File: src/rtl/gru_ctrl_pkg.sv
// Shared types and defaults for the GRU sequence controller.
package gru_ctrl_pkg;

    localparam int SEQ_LEN_DEF      = 32'd15;
    localparam int CELL_LATENCY_DEF = 32'd18;

    typedef enum logic [1:0] {
        ST_IDLE    = 2'd0,
        ST_WAIT_X  = 2'd1,
        ST_COMPUTE = 2'd2,
        ST_OUTPUT  = 2'd3
    } gru_state_e;

    // Counter/index width that never collapses to zero bits.
    function automatic int clog2_min1(input int value);
        return (value > 32'sd1) ? $clog2(value) : 32'sd1;
    endfunction

endpackage

File: src/rtl/gru_seq_ctrl_lat.sv
// Loadable down-counter that tracks the remaining GRU cell latency.
module lat_down_counter #(
    parameter int W = 5
) (
    input  logic         clk,
    input  logic         reset,
    input  logic         clear_i,
    input  logic         load_i,
    input  logic [W-1:0] load_val_i,
    input  logic         enable_i,
    output logic         zero_o
);

    logic [W-1:0] count_q;
    logic [W-1:0] count_d;

    // Next count: clear beats load, load beats decrement; saturates at zero.
    always_comb begin
        count_d = count_q;
        if (clear_i) begin
            count_d = '0;
        end else if (load_i) begin
            count_d = load_val_i;
        end else if (enable_i && (count_q != '0)) begin
            count_d = count_q - W'(1);
        end else begin
            count_d = count_q;
        end
    end

    // Count register.
    always_ff @(posedge clk) begin
        if (reset) begin
            count_q <= '0;
        end else begin
            count_q <= count_d;
        end
    end

    assign zero_o = (count_q == '0);

endmodule

File: src/rtl/gru_seq_ctrl.sv
// Sequences x_t acceptance, cell latency and hidden-state loads across one
// GRU sequence, then holds the final state until the dense stack takes it.
module gru_seq_ctrl
    import gru_ctrl_pkg::*;
#(
    parameter int SEQ_LEN      = SEQ_LEN_DEF,
    parameter int CELL_LATENCY = CELL_LATENCY_DEF,
    parameter int IDX_W        = clog2_min1(SEQ_LEN)
) (
    input  logic             clk,
    input  logic             reset,
    input  logic             in_valid,
    output logic             in_ready,
    input  logic             flush,
    output logic             cell_start,
    output logic             h_sel_zero,
    output logic             h_load,
    output logic             final_load,
    output logic             out_valid,
    input  logic             out_ready,
    output logic [IDX_W-1:0] step_idx,
    output logic             busy
);

    localparam int               LAT_W    = clog2_min1(CELL_LATENCY);
    localparam logic [IDX_W-1:0] LAST_IDX = IDX_W'(SEQ_LEN - 1);
    localparam logic [LAT_W-1:0] LAT_LOAD = LAT_W'(CELL_LATENCY - 1);

    gru_state_e       state_q;
    gru_state_e       state_d;
    logic [IDX_W-1:0] step_q;
    logic [IDX_W-1:0] step_d;
    logic             lat_load_s;
    logic             lat_clear_s;
    logic             lat_zero_s;

    // During reset the outputs already present the IDLE view.
    assign in_ready   = reset | (state_q == ST_IDLE) | (state_q == ST_WAIT_X);
    assign cell_start = in_valid & in_ready & (reset | ~flush);
    assign out_valid  = ~reset & (state_q == ST_OUTPUT);
    assign busy       = ~reset & (state_q != ST_IDLE);
    assign h_sel_zero = reset | (step_q == '0);
    assign step_idx   = step_q;

    // Next state, step index and one-cycle load strobes.
    always_comb begin
        state_d     = state_q;
        step_d      = step_q;
        lat_load_s  = 1'b0;
        lat_clear_s = 1'b0;
        h_load      = 1'b0;
        final_load  = 1'b0;
        if (flush) begin
            state_d     = ST_IDLE;
            step_d      = '0;
            lat_clear_s = 1'b1;
        end else begin
            case (state_q)
                ST_IDLE, ST_WAIT_X: begin
                    if (cell_start) begin
                        state_d    = ST_COMPUTE;
                        lat_load_s = 1'b1;
                    end else begin
                        state_d = state_q;
                    end
                end
                ST_COMPUTE: begin
                    if (!lat_zero_s) begin
                        state_d = ST_COMPUTE;
                    end else if (step_q == LAST_IDX) begin
                        final_load = ~reset;
                        step_d     = '0;
                        state_d    = ST_OUTPUT;
                    end else begin
                        h_load  = ~reset;
                        step_d  = step_q + IDX_W'(1);
                        state_d = ST_WAIT_X;
                    end
                end
                ST_OUTPUT: begin
                    if (out_ready) begin
                        state_d = ST_IDLE;
                    end else begin
                        state_d = ST_OUTPUT;
                    end
                end
                default: begin
                    state_d = ST_IDLE;
                    step_d  = '0;
                end
            endcase
        end
    end

    // State and step registers.
    always_ff @(posedge clk) begin
        if (reset) begin
            state_q <= ST_IDLE;
            step_q  <= '0;
        end else begin
            state_q <= state_d;
            step_q  <= step_d;
        end
    end

    lat_down_counter #(
        .W (LAT_W)
    ) u_lat (
        .clk        (clk),
        .reset      (reset),
        .clear_i    (lat_clear_s),
        .load_i     (lat_load_s),
        .load_val_i (LAT_LOAD),
        .enable_i   (state_q == ST_COMPUTE),
        .zero_o     (lat_zero_s)
    );

endmodule

File: config.mk
export PLATFORM = sky130hd
export DESIGN_NAME = gru_seq_ctrl
export DESIGN_NICKNAME = d
export VERILOG_FILES = /design/src/rtl/gru_ctrl_pkg.sv /design/src/rtl/gru_seq_ctrl_lat.sv /design/src/rtl/gru_seq_ctrl.sv
export SDC_FILE = /design/constraint.sdc
export NUM_CORES = 1
export LEC_CHECK = 0
export ABC_AREA = 1
export BUFFER_PORTS_ARGS = -buffer_cell sky130_fd_sc_hd__buf_4
export CAP_MARGIN = 20
export CORE_ASPECT_RATIO = 1.4
export CORE_UTILIZATION = 37
export DETAILED_ROUTE_END_ITERATION = 10
export PLACE_DENSITY = 0.65
export SYNTH_ARGS = -nofsm -noshare
export SYNTH_HDL_FRONTEND = slang
export SYNTH_SLANG_ARGS = --single-unit
File: constraint.sdc
create_clock -name clk -period 1.4 [get_ports clk]
set_input_delay 0.28 -clock clk [delete_from_list [all_inputs] [get_ports clk]]
set_output_delay 0.28 -clock clk [all_outputs]
set_load 0.01 [all_outputs]
==> results.cfg, run 1 <==
[status]
status = finished with violations
violations = negative setup slack

[power]
power.density_nw_per_um2 = 652
finalPower_uw = 676
peakVddDrop_mv = 0.458
leakage_uw = 0.000470

[global_routing]
grt_overflow = 0
first_global_vias = 691
grt_max_degree = 10
grt_pass1_wl_microns = 2770
grt_usage_pct = 19.0
antenna_found_initial = 0

[timing]
maxSlewHeadroom_pct = 84.4
drv_slew = 0
fmax_mhz = 644
hold_viol_final = 0
setup_ws_ps = -152
finalCritPeriodShare_pct = 111
fin_hold_ws_ps = 294
rsz0062_at_grt = yes
setup_viol = 3
clock_skew_ps = 5.04
post-route-min-period_ps = 1550
worstMarginPinSlew_ps = 234

[route]
avgRoutedWirePerCell_microns = 11.7
wl_met2_microns = 997
antenna_left = 0
drtIter0Drc = 14
wl_met1_microns = 719
viasPerCell = 4.93
firstDrtPassIters = 4
route.vias.total = 754
routed_wl_microns = 1790
wl_met3_microns = 36
drc = 0
top_layer = met4

[cts]
clk_latency_ps = 280
cts_buffer_depth = 2
clock_sinks = 11
numCtsBuffers = 3
clk_pin_slew_ps = 80
cts_hold_buf = 0
cts_tree = yes
cts_max_level = 1
clock-root-buffer = clkbuf_4

[cells_and_area]
stdcell_area_sq_um = 1040
final_layout_size_suffix_gt1_share_pct = 45.9
n_fill_cell = 171
num-nets-final = 140
syn2layout_area_growth_pct = 46.2
fin_util_pct = 58.3
antennaDiodeCount = 0

[logic_synthesis]
ys_types = 25
synth_nets = 108
synthesis.instances = 102
yosysTopAreaCellShare_pct = 31.0
syn-cell-area_sq_um = 709
ys_seq_elements = 11
synth_ff_type = dfxtp_1
synthTopCellsByCount = nand2_1, nor2_1, inv_1
synth_area_per_cell_sq_um = 6.96
yosysMostFrequentCell = nand2_1
yosysWarnings = 0
yosys.area.top_type = dfxtp_1
async_flop_share_pct = 0
yosysSeqAreaShare_pct = 31.0
synth_edf_count = 0
synth_area_leaders = dfxtp_1, nand2_1, nor2_1, inv_1, nor2_8

[critical_path]
end_kind = primary output
cp_max_fo = 3
slowest_stage = dfxtp_2
critPathRequiredTime_ps = 1120
crit_chain = inv_2, ha_4, nand4_4, nor3_2, buf_4
start_kind = register
cp.arrival_ps = 1270
max_stage_delay_ps = 330
path_class = register to primary output

[hold_path]
hold_path_class = primary input to register

[floorplan]
num_io_pins = 16
die_y_microns = 53.8
fp.dieArea_sq_um = 2100
initial_core_util_pct = 39.9
die_w_microns = 39.0
core-area_sq_um = 1780
rows = 18

[job]
maxCapViolCount = 0

[place]
place_ws_ps = 21.4
place_area_sq_um = 902
hpwl_microns = 1290
place.gp.congestion = 0.703
port_buffers = 15
## sequential cells by signal, summed over array words and instances, names as in the netlist
register	flops
state_q	2
step_idx	4
u_lat.count_q	5
## repair_timing
action                                  CTS  global route
cloned                                    0             0
pin swaps                                 3             5
setup buffers                             3             2
endpoints found under the setup margin    6             5
gates resized for setup                  20             5
## worst paths after layout
check / from / end / slack (ps) / cells past startpoint
hold / removal: out_ready / state_q[1] / 290 / 4
setup reg to reg: u_lat.count_q[0] / step_idx[1] / 110 / 8
setup / recovery: u_lat.count_q[0] / final_load / -150 / 5
hold reg to reg: u_lat.count_q[4] / u_lat.count_q[4] / 480 / 2
## kinds of logic (layout without fill, tap and decap cells)
| logic type | Yosys count | count (layout) | share of synthesized area (%) |
|---|---|---|---|
| AND/OR/NAND/NOR | 59 | 59 | 45.5 |
| XOR/XNOR | 1 | 1 | 1.23 |
| flip-flops | 11 | 11 | 31.0 |
| AO/OA/AOI/OAI | 13 | 13 | 10.9 |
| buffers and inverters | 17 | 48 | 9.52 |
| adder cells (fa/ha/maj) | 1 | 1 | 1.76 |
## layout make-up
cell class,count,area [sq um],area share (%)
Inverter,16,62.6,6.03
Timing Repair Buffer,28,225,21.7
Clock inverter,1,5.00,0.483
Clock buffer,3,22.5,2.17
Sequential cell,11,233,22.4
Multi-Input combinational cell,74,464,44.8
Tap cell,20,25.0,2.41
## routing by layer
metal / vias to the layer above / track usage (%)
met2: 10 / 36.4
met1: 355 / 19.5
met5: - / 0
li1: 384 / -
met3: 5 / 3.72
met4: 0 / 6.90
## cells in the final DEF (no fill, tap or decap), types with 2 or more instances in the layout
cell type  count
nand3_1        7
dfxtp_1        5
buf_6          4
nor2_8         2
a21oi_2        2
dfxtp_4        2
a21oi_1        5
nand2_1       21
nand2_2        2
nor3_2         2
dfxtp_2        4
clkbuf_4       3
nor2_1        15
nor2_2         3
inv_2          4
buf_4         24
inv_1         11
o21ai_1        3
## power breakdown
part | switching (uW) | internal (uW) | total [uW]
sequential | 6.57 | 317 | 323
combinational | 71.7 | 54.8 | 126
clock | 120 | 106 | 227
## worst max-delay path: cells and delay by family (launching register included)
family / cells / cell delay [ps]
flip-flops: 1 / 330
AND/OR/NAND/NOR: 2 / 290
buffers and inverters: 2 / 230
adder cells (fa/ha/maj): 1 / 150
## metrics by stage
step	cells	TNS, ps
after floorplan	102	0
after global placement	144	0
after detailed placement	144	0
after CTS	151	-216
after global routing	153	-426
final	153	-283
Power figures use the tool's default switching activity.
==> inputs of run 2 (changes only) <==
Settings changed: CORE_ASPECT_RATIO 1.4 to not set, CORE_UTILIZATION 37 to 45, PLACE_DENSITY 0.65 to 0.75.
==> run 2 against run 1 <==
The run still ends with negative setup slack left. Worst hold slack better by 2.3 ps. Clock skew up 1.4 ps. Register-to-register slack worse by 80 ps. Global-route usage up 4.3 points. Flip-flop and latch count unchanged. Total power up 5.1%. Design area up 10%. Sequential share of layout area down 2.0 points. Worst setup slack better by 16 ps. Final cell count up 3.9%. Critical endpoint is now h_load. Largest power group unchanged.
==> results.cfg, run 2 (synthesis results as in run 1) <==
[route]
route.vias.total = 851
viasPerCell = 5.35
avgRoutedWirePerCell_microns = 13.7
drc = 0
routed_wl_microns = 2180
drtIter0Drc = 28
firstDrtPassIters = 4
antenna_left = 0

[global_routing]
grt_overflow = 0
grtUsageMet1_pct = 25.5
use_met3_pct = 3.91
first_global_vias = 754
grt_pass1_wl_microns = 3150
use_met2_pct = 45.3
grt_busiest_layer = met2
antenna_found_initial = 0
grt_usage_pct = 23.3
grt_max_degree = 10

[cells_and_area]
layout_common_cells = buf_4, nand2_1, nor2_1, inv_1
num-nets-final = 151
final_layout_size_suffix_gt1_share_pct = 56.3
n_fill_cell = 90
regMostFlops = u_lat.count_q
fin_cells = 159
fin_util_pct = 82.5
layout_commonest_cell = buf_4
largest_reg_flops = 5
syn2layout_area_growth_pct = 60.8
antennaDiodeCount = 0

[job]
maxCapViolCount = 0

[hold_path]
hold_path_class = primary input to register

[cts]
clock_sinks = 11
cts_tree = yes
cts_hold_buf = 0
numCtsBuffers = 3
clk_pin_slew_ps = 80
cts_buffer_depth = 2
clk_latency_ps = 270
clock-root-buffer = clkbuf_4
cts_max_level = 1

[place]
port_buffers = 15
placed_cells = 139
place.gp.congestion = 0.775
place_ws_ps = 16.1
hpwl_microns = 1240

[critical_path]
crit_buf_inv = 3
critPathRequiredTime_ps = 1120
r2r_slack_ps = 30
crit_chain = nand2_1, inv_2, nand2_2, inv_2, nor3_2, buf_4
cp_max_fo = 4
max_stage_delay_ps = 330
cp.arrival_ps = 1260
cp_common_cell = inv_2
crit_family = simple AND/OR/NAND/NOR gates
path_class = register to primary output
end_kind = primary output
start_kind = register
slowest_stage = dfxtp_2

[timing]
setup_viol = 4
worstMarginPinSlew_ps = 224
fmax_mhz = 651
drv_slew = 0
setup_ws_ps = -136
post-route-min-period_ps = 1540
maxSlewHeadroom_pct = 85.1
clock_skew_ps = 6.43
finalCritPeriodShare_pct = 110
rsz0062_at_grt = yes
hold_viol_final = 0

[power]
peakVddDrop_mv = 0.539
leakage_uw = 0.000529
power.density_nw_per_um2 = 623

[floorplan]
rows = 13
die_y_microns = 41.7
fp.dieArea_sq_um = 1740
num_io_pins = 16
die_w_microns = 41.7
core-area_sq_um = 1380
initial_core_util_pct = 51.3

[status]
status = finished with violations
violations = negative setup slack
==> run 2: cell types whose count changed in the layout (fill, tap and decap cells not counted), sizes merged <==
cell | previous run | this run
clkinv | 1 | 0
clkbuf | 3 | 4
buf | 28 | 39
==> run 2: path summary, 6_finish.rpt <==
kind | from | end | depth (start not counted)
worst min register to register | u_lat.count_q[4] | u_lat.count_q[4] | 2
worst max-delay path | step_idx[2] | h_load | 6
worst max register to register | u_lat.count_q[0] | step_idx[3] | 9
worst min-delay path | out_ready | state_q[1] | 4
==> run 2: what timing repair did <==
action,CTS,global route
gates resized for setup,19,18
buffers inserted,9,8
endpoints found under the hold margin,0,0
cloned,0,0
pin swaps,6,9
setup endpoints to repair,6,7
==> run 2: cell type report <==
cell class              count  area, sq um  share of cell area, %
well taps                  15         18.8                   1.64
multi-input cells          74          494                   43.3
repair buffers             39          304                   26.6
flip-flops and latches     11          233                   20.4
inverters                  16         65.1                   5.70
clock buffers               4         26.3                   2.30
==> run 2: through the flow <==
step | hold WS (ps) | TNS (ps) | cell area [sq um] | power, uW
after detailed placement | 484 | 0 | 896 | 447
final | 296 | -281 | 1140 | 711
after global routing | 315 | -608 | 1140 | 748
after global placement | 450 | 0 | 896 | 445
after floorplan | 439 | 0 | 709 | 403
after CTS | 292 | -222 | 1040 | 688
==> run 2: routing by layer <==
metal / vias to the layer above / part of all wire [%] / wire length [microns]
met5: - / 0 / 0
met4: 0 / 1.8 / 40
met3: 8 / 4.9 / 106
met2: 34 / 53 / 1160
met1: 400 / 40 / 869
li1: 409 / - / -
==> run 2: worst min-delay path: cells and delay by family <==
kind                   cells  cell delay [ps]
buffers and inverters      1               80
and+or+nand+nor            3              170
==> run 2: where the power goes <==
part | internal (uW) | switching, uW | leakage [uW]
combinational | 78.2 | 88.4 | 0.000420
clock | 110 | 110 | 0.0000150
sequential | 318 | 5.65 | 0.0000932
total | 506 | 204 | 0.000529
